**config.mk**
```make
export PLATFORM = sky130hd
export DESIGN_NAME = mem_bus_arbiter
export DESIGN_NICKNAME = d
export VERILOG_FILES = /design/src/rtl/mem_bus_arbiter.sv
export SDC_FILE = /design/constraint.sdc
export NUM_CORES = 1
export LEC_CHECK = 0
export BUFFER_PORTS_ARGS = -buffer_cell sky130_fd_sc_hd__buf_2
export CORE_ASPECT_RATIO = 0.8
export CORE_UTILIZATION = 48
export CTS_CLUSTER_DIAMETER = 80
export DETAILED_ROUTE_END_ITERATION = 12
export PLACE_DENSITY = 0.85
export SYNTH_ARGS = -nofsm -noshare
export SYNTH_HDL_FRONTEND = slang
export SYNTH_SLANG_ARGS = --single-unit
export TNS_END_PERCENT = 30
```
**constraint.sdc**
```tcl
create_clock -name ph2 -period 2.3 [get_ports ph2]
set_input_delay 0.575 -clock ph2 [delete_from_list [all_inputs] [get_ports ph2]]
set_output_delay 0.575 -clock ph2 [all_outputs]
set_load 0.1 [all_outputs]
```
**src/rtl/mem_bus_arbiter.sv**
```systemverilog
// Two-requester arbiter for the shared 8-bit memory port (CPU = requester 0, DMA = requester 1).
// One access at a time with fixed latency; writes at or above ROM_BASE never reach memory.
module mem_bus_arbiter #(
  parameter int              AW         = 16,
  parameter int              DW         = 8,
  parameter int              MEM_LAT    = 1,
  parameter logic [AW-1:0]   ROM_BASE   = 16'hF000,
  parameter int              STARVE_MAX = 4
) (
  input  logic          ph2,
  input  logic          reset_n,
  input  logic [1:0]    req,
  input  logic [1:0]    we,
  input  logic [AW-1:0] addr0,
  input  logic [AW-1:0] addr1,
  input  logic [DW-1:0] wdata0,
  input  logic [DW-1:0] wdata1,
  output logic [1:0]    gnt,
  output logic [1:0]    done,
  output logic [DW-1:0] rdata,
  output logic          rom_wr_err,
  output logic          busy,
  output logic          mem_en,
  output logic          mem_we,
  output logic [AW-1:0] mem_addr,
  output logic [DW-1:0] mem_wdata,
  input  logic [DW-1:0] mem_rdata
);

  localparam int CW = (MEM_LAT > 1) ? $clog2(MEM_LAT) : 1;
  localparam int SW = $clog2(STARVE_MAX + 1);
  localparam logic [CW-1:0] LAT_INIT   = CW'(MEM_LAT - 1);
  localparam logic [SW-1:0] STARVE_TOP = SW'(STARVE_MAX);

  typedef enum logic [1:0] {
    S_IDLE = 2'd0,
    S_BUSY = 2'd1,
    S_DONE = 2'd2
  } state_t;

  // DMA wins when it is the only requester or when the CPU has starved it long enough.
  function automatic logic pick_dma(input logic [1:0] r, input logic [SW-1:0] s);
    return r[1] & (~r[0] | (s >= STARVE_TOP));
  endfunction

  function automatic logic is_rom_write(input logic w, input logic [AW-1:0] a);
    return w & (a >= ROM_BASE);
  endfunction

  state_t        state_q, state_d;
  logic [CW-1:0] cnt_q, cnt_d;
  logic          win_q, win_d;
  logic          we_q, we_d;
  logic [AW-1:0] addr_q, addr_d;
  logic [DW-1:0] wdata_q, wdata_d;
  logic          blk_q, blk_d;
  logic [SW-1:0] starve_q, starve_d, starve_arb;

  logic [1:0]    gnt_q, gnt_d;
  logic [1:0]    done_q, done_d;
  logic [DW-1:0] rdata_q, rdata_d;
  logic          err_q, err_d;
  logic          busy_q, busy_d;
  logic          mem_en_q, mem_en_d;
  logic          mem_we_q, mem_we_d;
  logic [AW-1:0] mem_addr_q, mem_addr_d;
  logic [DW-1:0] mem_wdata_q, mem_wdata_d;

  logic          sel_dma;
  logic          sel_we;
  logic [AW-1:0] sel_addr;
  logic [DW-1:0] sel_wdata;
  logic          sel_blk;

  // Next-state and next-output logic for the IDLE -> BUSY -> DONE sequence.
  always_comb begin
    state_d     = state_q;
    cnt_d       = cnt_q;
    win_d       = win_q;
    we_d        = we_q;
    addr_d      = addr_q;
    wdata_d     = wdata_q;
    blk_d       = blk_q;
    starve_arb  = starve_q;
    gnt_d       = 2'b00;
    done_d      = 2'b00;
    rdata_d     = {DW{1'b0}};
    err_d       = 1'b0;
    busy_d      = 1'b0;
    mem_en_d    = 1'b0;
    mem_we_d    = 1'b0;
    mem_addr_d  = {AW{1'b0}};
    mem_wdata_d = {DW{1'b0}};
    sel_dma     = pick_dma(req, starve_q);
    sel_we      = sel_dma ? we[1] : we[0];
    sel_addr    = sel_dma ? addr1 : addr0;
    sel_wdata   = sel_dma ? wdata1 : wdata0;
    sel_blk     = is_rom_write(sel_we, sel_addr);

    case (state_q)
      S_IDLE: begin
        if (req != 2'b00) begin
          state_d     = S_BUSY;
          cnt_d       = LAT_INIT;
          win_d       = sel_dma;
          we_d        = sel_we;
          addr_d      = sel_addr;
          wdata_d     = sel_wdata;
          blk_d       = sel_blk;
          gnt_d       = sel_dma ? 2'b10 : 2'b01;
          busy_d      = 1'b1;
          mem_en_d    = ~sel_blk;
          mem_we_d    = sel_we & ~sel_blk;
          mem_addr_d  = sel_addr;
          mem_wdata_d = sel_we ? sel_wdata : {DW{1'b0}};
          if (sel_dma) begin
            starve_arb = {SW{1'b0}};
          end else if (req[1] && (starve_q < STARVE_TOP)) begin
            starve_arb = starve_q + SW'(1);
          end else begin
            starve_arb = starve_q;
          end
        end else begin
          state_d = S_IDLE;
        end
      end
      S_BUSY: begin
        busy_d = 1'b1;
        if (cnt_q == {CW{1'b0}}) begin
          state_d = S_DONE;
          done_d  = win_q ? 2'b10 : 2'b01;
          rdata_d = we_q ? {DW{1'b0}} : mem_rdata;
          err_d   = blk_q;
        end else begin
          cnt_d       = cnt_q - CW'(1);
          mem_en_d    = ~blk_q;
          mem_we_d    = we_q & ~blk_q;
          mem_addr_d  = addr_q;
          mem_wdata_d = we_q ? wdata_q : {DW{1'b0}};
        end
      end
      S_DONE: begin
        state_d = S_IDLE;
      end
      default: begin
        state_d = S_IDLE;
      end
    endcase

    // A DMA requester that is not asking has nothing to be starved of.
    starve_d = req[1] ? starve_arb : {SW{1'b0}};
  end

  // State and registered outputs; reset aborts any access in flight.
  always_ff @(posedge ph2 or negedge reset_n) begin
    if (!reset_n) begin
      state_q     <= S_IDLE;
      cnt_q       <= {CW{1'b0}};
      win_q       <= 1'b0;
      we_q        <= 1'b0;
      addr_q      <= {AW{1'b0}};
      wdata_q     <= {DW{1'b0}};
      blk_q       <= 1'b0;
      starve_q    <= {SW{1'b0}};
      gnt_q       <= 2'b00;
      done_q      <= 2'b00;
      rdata_q     <= {DW{1'b0}};
      err_q       <= 1'b0;
      busy_q      <= 1'b0;
      mem_en_q    <= 1'b0;
      mem_we_q    <= 1'b0;
      mem_addr_q  <= {AW{1'b0}};
      mem_wdata_q <= {DW{1'b0}};
    end else begin
      state_q     <= state_d;
      cnt_q       <= cnt_d;
      win_q       <= win_d;
      we_q        <= we_d;
      addr_q      <= addr_d;
      wdata_q     <= wdata_d;
      blk_q       <= blk_d;
      starve_q    <= starve_d;
      gnt_q       <= gnt_d;
      done_q      <= done_d;
      rdata_q     <= rdata_d;
      err_q       <= err_d;
      busy_q      <= busy_d;
      mem_en_q    <= mem_en_d;
      mem_we_q    <= mem_we_d;
      mem_addr_q  <= mem_addr_d;
      mem_wdata_q <= mem_wdata_d;
    end
  end

  assign gnt        = gnt_q;
  assign done       = done_q;
  assign rdata      = rdata_q;
  assign rom_wr_err = err_q;
  assign busy       = busy_q;
  assign mem_en     = mem_en_q;
  assign mem_we     = mem_we_q;
  assign mem_addr   = mem_addr_q;
  assign mem_wdata  = mem_wdata_q;

endmodule

```
==> impl_metrics.ini, run 1 <==
[clocking]
numClockSinks = 48
clk_latency_ns = 0.29
h-tree-depth = 2
cts_buffers = 5
clk_path_buf_depth = 2
cts_tree = yes
path_clk_slew_ns = 0.09
cts_resized = 0
cts_root_buf = clkbuf_8
ctsHoldBuffers = 0
post_cts_buffers = 0

[floorplan]
coreArea_um2 = 3879
die_h_um = 59.58
die_w_um = 73.98
placementRows = 20
die-area_um2 = 4407
io_pins = 102
initial_utilization = 0.5129

[routing]
routed_wl_mm = 5.019
ant_nets = 0
num_vias = 1862
firstDrtPassIters = 4
initialDrtViolationCount = 106
routedWlPerCell_um = 14.51
via_per_inst = 5.382
drc_errors = 0

[placement]
io_buffers = 101
pre_cts_slack_ns = 0.5694
gp_congestion = 0.8085
place.detailed.hpwl_mm = 3.723

[critical_path]
crit_path_start = rdata[2]
crit_chain = buf_2
cp-end-kind = output pin
crit_slowest_cell = buf_2
arrival_ns = 1.07
worstPathRequired_ns = 1.73
timing.rr.start = state_q[0]
crit_type = flop to output pin
cp_top_family = buffers and inverters
worstSetupStartpointType = flop
crit_path_max_fanout = 1
slowest_delay_ns = 0.42
crit_buf_inv = 1

[grt]
grt_pass1_vias = 1764
grt_max_degree = 29
grt_pass1_wl_mm = 7.928
grt_overflow_total = 0
antenna_found_initial = 0
grt.total_usage = 0.2423

[power]
power.density_nw_per_um2 = 1357
power.total_uw = 3595
p_int_uw = 1679
power_switching_uw = 1915
pwr-share-seq = 0.314
p_leak_uw = 0.001386
switching_share = 0.5328
peakVddDrop_v = 0.0008063
clockPowerShare = 0.163
p_comb_frac = 0.523

[cells_and_area]
utilization = 0.6832
post_route_cells_drive_above_1_share = 0.4124
nNetsFinal = 353
final_cell_mix = buf_2, dfrtp_1, a21oi_1
area.growth.synth_to_final_pct = 33.21
nFillCells = 307
regArea_um2 = 1201
final_common_cell = buf_2
multi_input_area_um2 = 684.4
diodes = 0

[timing]
fin_tns_setup_ns = 0
finalCriticalPeriod_ns = 1.643
slew_viol_final = 0
rsz0062_at_grt = no
post-route-period-util = 0.7143
max_freq_mhz = 608.7
final_hold_viol_count = 0
worst_slack_ns = 0.6572
tightest_slew_ns = 0.5328
setup_viol = 0
slew-limit-headroom = 0.6448
skew_ns = 0.005494

[logic_synthesis]
synth_nets = 254
synthCells = 191
syn_area_um2 = 1989
ys_seq_elements = 48
ys_types = 31
synth_area_per_cell_um2 = 10.42
ys_warn_count = 0
yosysSeqAreaShare = 0.6038

[job]
cap_violations = 0

[worst_hold_path]
hold_path_class = input pin to asynchronous set/reset pin

[outcome]
status = finished, final reports clean
[metal layers]
layer,GRT usage,part of all wire,vias to the layer above
met3,0.05272,0.070,5
li1,-,-,874
met5,0,0,-
met1,0.3136,0.42,895
met2,0.4104,0.51,88
met4,0.07143,0.0068,0
[Yosys cell counts (all sizes together)]
| master | instances | area (um2) |
|---|---|---|
| dfrtp | 48 | 1201 |
| a21oi | 30 | 153.9 |
| nand3 | 18 | 90.09 |
| o21ai | 17 | 85.08 |
| buf | 13 | 73.82 |
| nand4 | 11 | 68.82 |
| and2 | 10 | 62.56 |
| o211ai | 9 | 67.56 |
| nor2 | 6 | 22.52 |
| clkbuf | 5 | 18.77 |
| nand2 | 5 | 18.77 |
| inv | 4 | 15.01 |
| nor3 | 3 | 15.01 |
| a211oi | 1 | 7.510 |
| and2b | 1 | 7.510 |
| ha | 1 | 12.51 |
| nand2b | 1 | 6.260 |
| o21bai | 1 | 7.510 |
| o221ai | 1 | 8.760 |
| o22a | 1 | 8.760 |
| o2bb2ai | 1 | 8.760 |
| o31a | 1 | 8.760 |
| or2 | 1 | 6.260 |
| or2b | 1 | 7.510 |
| or3 | 1 | 6.260 |
[power by group through the flow]
stage	clock, uW	combinational, uW	sequential, uW
3_3_place_gp	0	1860	1140
4_1_cts	598	1880	1130
2_1_floorplan	0	358	2320
6_report	587	1880	1130
5_1_grt	642	1950	1150
3_5_place_dp	0	1880	1140
[final timing paths]
path,endpoint,slack [ns],cells past startpoint
hold / removal,done[1],0.24,1
hold reg to reg,done[0],0.48,1
max in group asynchronous,mem_addr[12],1.47,2
setup / recovery,rdata[2],0.66,1
setup reg to reg,mem_en,0.89,4
min in group ph2,done[0],0.48,1
[logic make-up (layout without fill, tap and decap cells)]
group           Yosys count  after routing  share of synthesized area
fa+ha+maj                 1              1                   0.006288
buf+inv                  22            122                    0.05409
compound gates           62             62                     0.1792
simple gates             58             58                     0.1566
flops                    48             48                     0.6038
[state kept, by name (all words and copies together), names as in the netlist, 2 cells and up]
register / cells
starve_q: 3
gnt: 2
done: 2
mem_wdata: 8
rdata: 8
mem_addr: 16
state_q: 2
[through the flow]
| step | cells | hold slack (ns) | area (um2) |
|---|---|---|---|
| final | 346 | 0.2442 | 2650 |
| after floorplan | 191 | 0.2794 | 1989 |
| after global routing | 346 | 0.2681 | 2650 |
| after CTS | 346 | 0.2558 | 2650 |
| after detailed placement | 338 | 0.4518 | 2542 |
| after global placement | 338 | 0.4570 | 2542 |
[final cells by class]
class / instances / share of cell area
Clock buffer: 6 / 0.02738
Clock inverter: 2 / 0.01322
Inverter: 4 / 0.005666
Multi-Input combinational cell: 121 / 0.2583
Sequential cell: 48 / 0.4533
Tap cell: 55 / 0.02597
Timing Repair Buffer: 110 / 0.2162
No activity file was read; power rests on OpenSTA's default activity.
==> run 2: changes to the inputs <==
Settings changed: CORE_UTILIZATION 48 to 40, PLACE_DENSITY 0.85 to 0.76.
Clock period 2.3 ns to 1.45 ns, I/O delays scaled along.
==> run 2 against run 1 <==
Against the previous run: critical path depth stayed put; cell count is 2.6% higher; first-iteration DRC count is 0.94% lower; clock skew hardly changed; flip-flop and latch count stayed put; power is 63% higher; wire length is 0.96% higher; worst setup slack worse by 0.63 ns; combinational power is 67% higher; register-to-register slack worse by 0.82 ns; die area is 19% higher.
==> impl_metrics.ini, run 2 (same netlist as run 1, synthesis figures left out) <==
[timing]
slew_viol_final = 0
worst_slack_ns = 0.03162
skew_ns = 0.005164
rsz0062_at_grt = no
finalCriticalPeriod_ns = 1.418
tightest_slew_ns = 0.4935
max_freq_mhz = 705.0
final_hold_viol_count = 0
fin_tns_setup_ns = 0
setup_viol = 0
post-route-period-util = 0.9782
slew-limit-headroom = 0.6733
holdWs_ns = 0.03716

[critical_path]
cp_top_family = buffers and inverters
crit_type = flop to output pin
timing.rr.start = state_q[0]
r2r_end = mem_en
crit_path_max_fanout = 1
worstPathRequired_ns = 1.09
crit_chain = buf_2
cp-end-kind = output pin
rr_worst_depth = 4
arrival_ns = 1.06
crit_slowest_cell = buf_2
slowest_delay_ns = 0.42
crit_buf_inv = 1
crit_path_start = mem_addr[11]
r2r_slack_ns = 0.07
worstSetupStartpointType = flop

[cells_and_area]
fin_cells = 355
largest_register_ffs = 16
area.growth.synth_to_final_pct = 38.93
nNetsFinal = 357
diodes = 0
finalInstanceArea_um2 = 2764
final_cell_mix = buf_2, dfrtp_1, a21oi_1
final_common_cell = buf_2
post_route_cells_drive_above_1_share = 0.4203
nFillCells = 418

[clocking]
numClockSinks = 48
clk_path_buf_depth = 2
clk_latency_ns = 0.29
h-tree-depth = 2
path_clk_slew_ns = 0.09
cts_buffers = 5
ctsHoldBuffers = 0
cts_resized = 1
cts_tree = yes
post_cts_buffers = 0
cts_root_buf = clkbuf_8

[power]
p_int_uw = 2823
p_comb_frac = 0.535
power.density_nw_per_um2 = 2123
p_leak_uw = 0.001415
switching_share = 0.5189
pwr-share-seq = 0.307
power_switching_uw = 3045
peakVddDrop_v = 0.001301
clockPowerShare = 0.159

[job]
cap_violations = 0

[grt]
grt_pass1_vias = 1670
grt_overflow_total = 0
antenna_found_initial = 0
grt_max_degree = 49
grt.total_usage = 0.1995
grt_pass1_wl_mm = 7.893

[routing]
num_vias = 1799
ant_nets = 0
routedWlPerCell_um = 14.27
firstDrtPassIters = 4
via_per_inst = 5.068
drc_errors = 0
routed_wl_mm = 5.067
initialDrtViolationCount = 105

[placement]
io_buffers = 101
place_inst = 347
place.detailed.hpwl_mm = 3.713
pre_cts_slack_ns = 0.1077
placed_area_um2 = 2621
gp_congestion = 0.7918

[floorplan]
io_pins = 102
placementRows = 22
initial_utilization = 0.4251
die_w_um = 80.85
coreArea_um2 = 4679
die_h_um = 65.08
die-area_um2 = 5261

[worst_hold_path]
hold_path_class = input pin to asynchronous set/reset pin

[outcome]
status = finished, final reports clean
[run 2: cell count changes in the layout (fill, tap and decap cells not counted)]
cell	change
clkbuf_4	+13
buf_12	+3
buf_4	+4
buf_2	-16
[run 2: final cells by class]
class / count / area [um2] / area share
Tap cell: 60 / 75.07 / 0.02716
Multi-Input combinational cell: 121 / 684.4 / 0.2476
Clock buffer: 6 / 72.57 / 0.02626
Clock inverter: 2 / 35.03 / 0.01268
Timing Repair Buffer: 114 / 680.7 / 0.2463
Sequential cell: 48 / 1201 / 0.4346
Inverter: 4 / 15.01 / 0.005432
[run 2: how the worst max path moves through the flow]
stage,cells past startpoint,to
CTS,1,mem_addr[0]
finish,1,mem_addr[11]
detailed placement,4,mem_addr[7]
global placement,4,mem_addr[3]
floorplan,5,gnt[0]
global route,1,mem_addr[11]
[run 2: per-layer routing]
layer | vias to the layer above | share of wire | wire (um) | track usage
li1 | 882 | - | - | -
met5 | - | 0 | 0 | 0
met1 | 828 | 0.43 | 2160 | 0.2618
met2 | 83 | 0.47 | 2395 | 0.3225
met3 | 6 | 0.088 | 446 | 0.05211
met4 | 0 | 0.013 | 65 | 0.05804
[run 2: power by group through the flow]
stage	combinational [uW]	clock, uW	sequential (uW)
2_1_floorplan	567	0	3680
3_3_place_gp	3080	0	1820
3_5_place_dp	3110	0	1820
4_1_cts	3110	957	1800
5_1_grt	3280	1020	1840
6_report	3140	931	1800
[run 2: through the flow]
stage / total power [uW] / util
2_1_floorplan: 4249 / -
3_3_place_gp: 4896 / 0.5602
3_5_place_dp: 4925 / 0.5602
4_1_cts: 5869 / 0.5837
5_1_grt: 6138 / 0.5906
6_report: 5867 / 0.5906
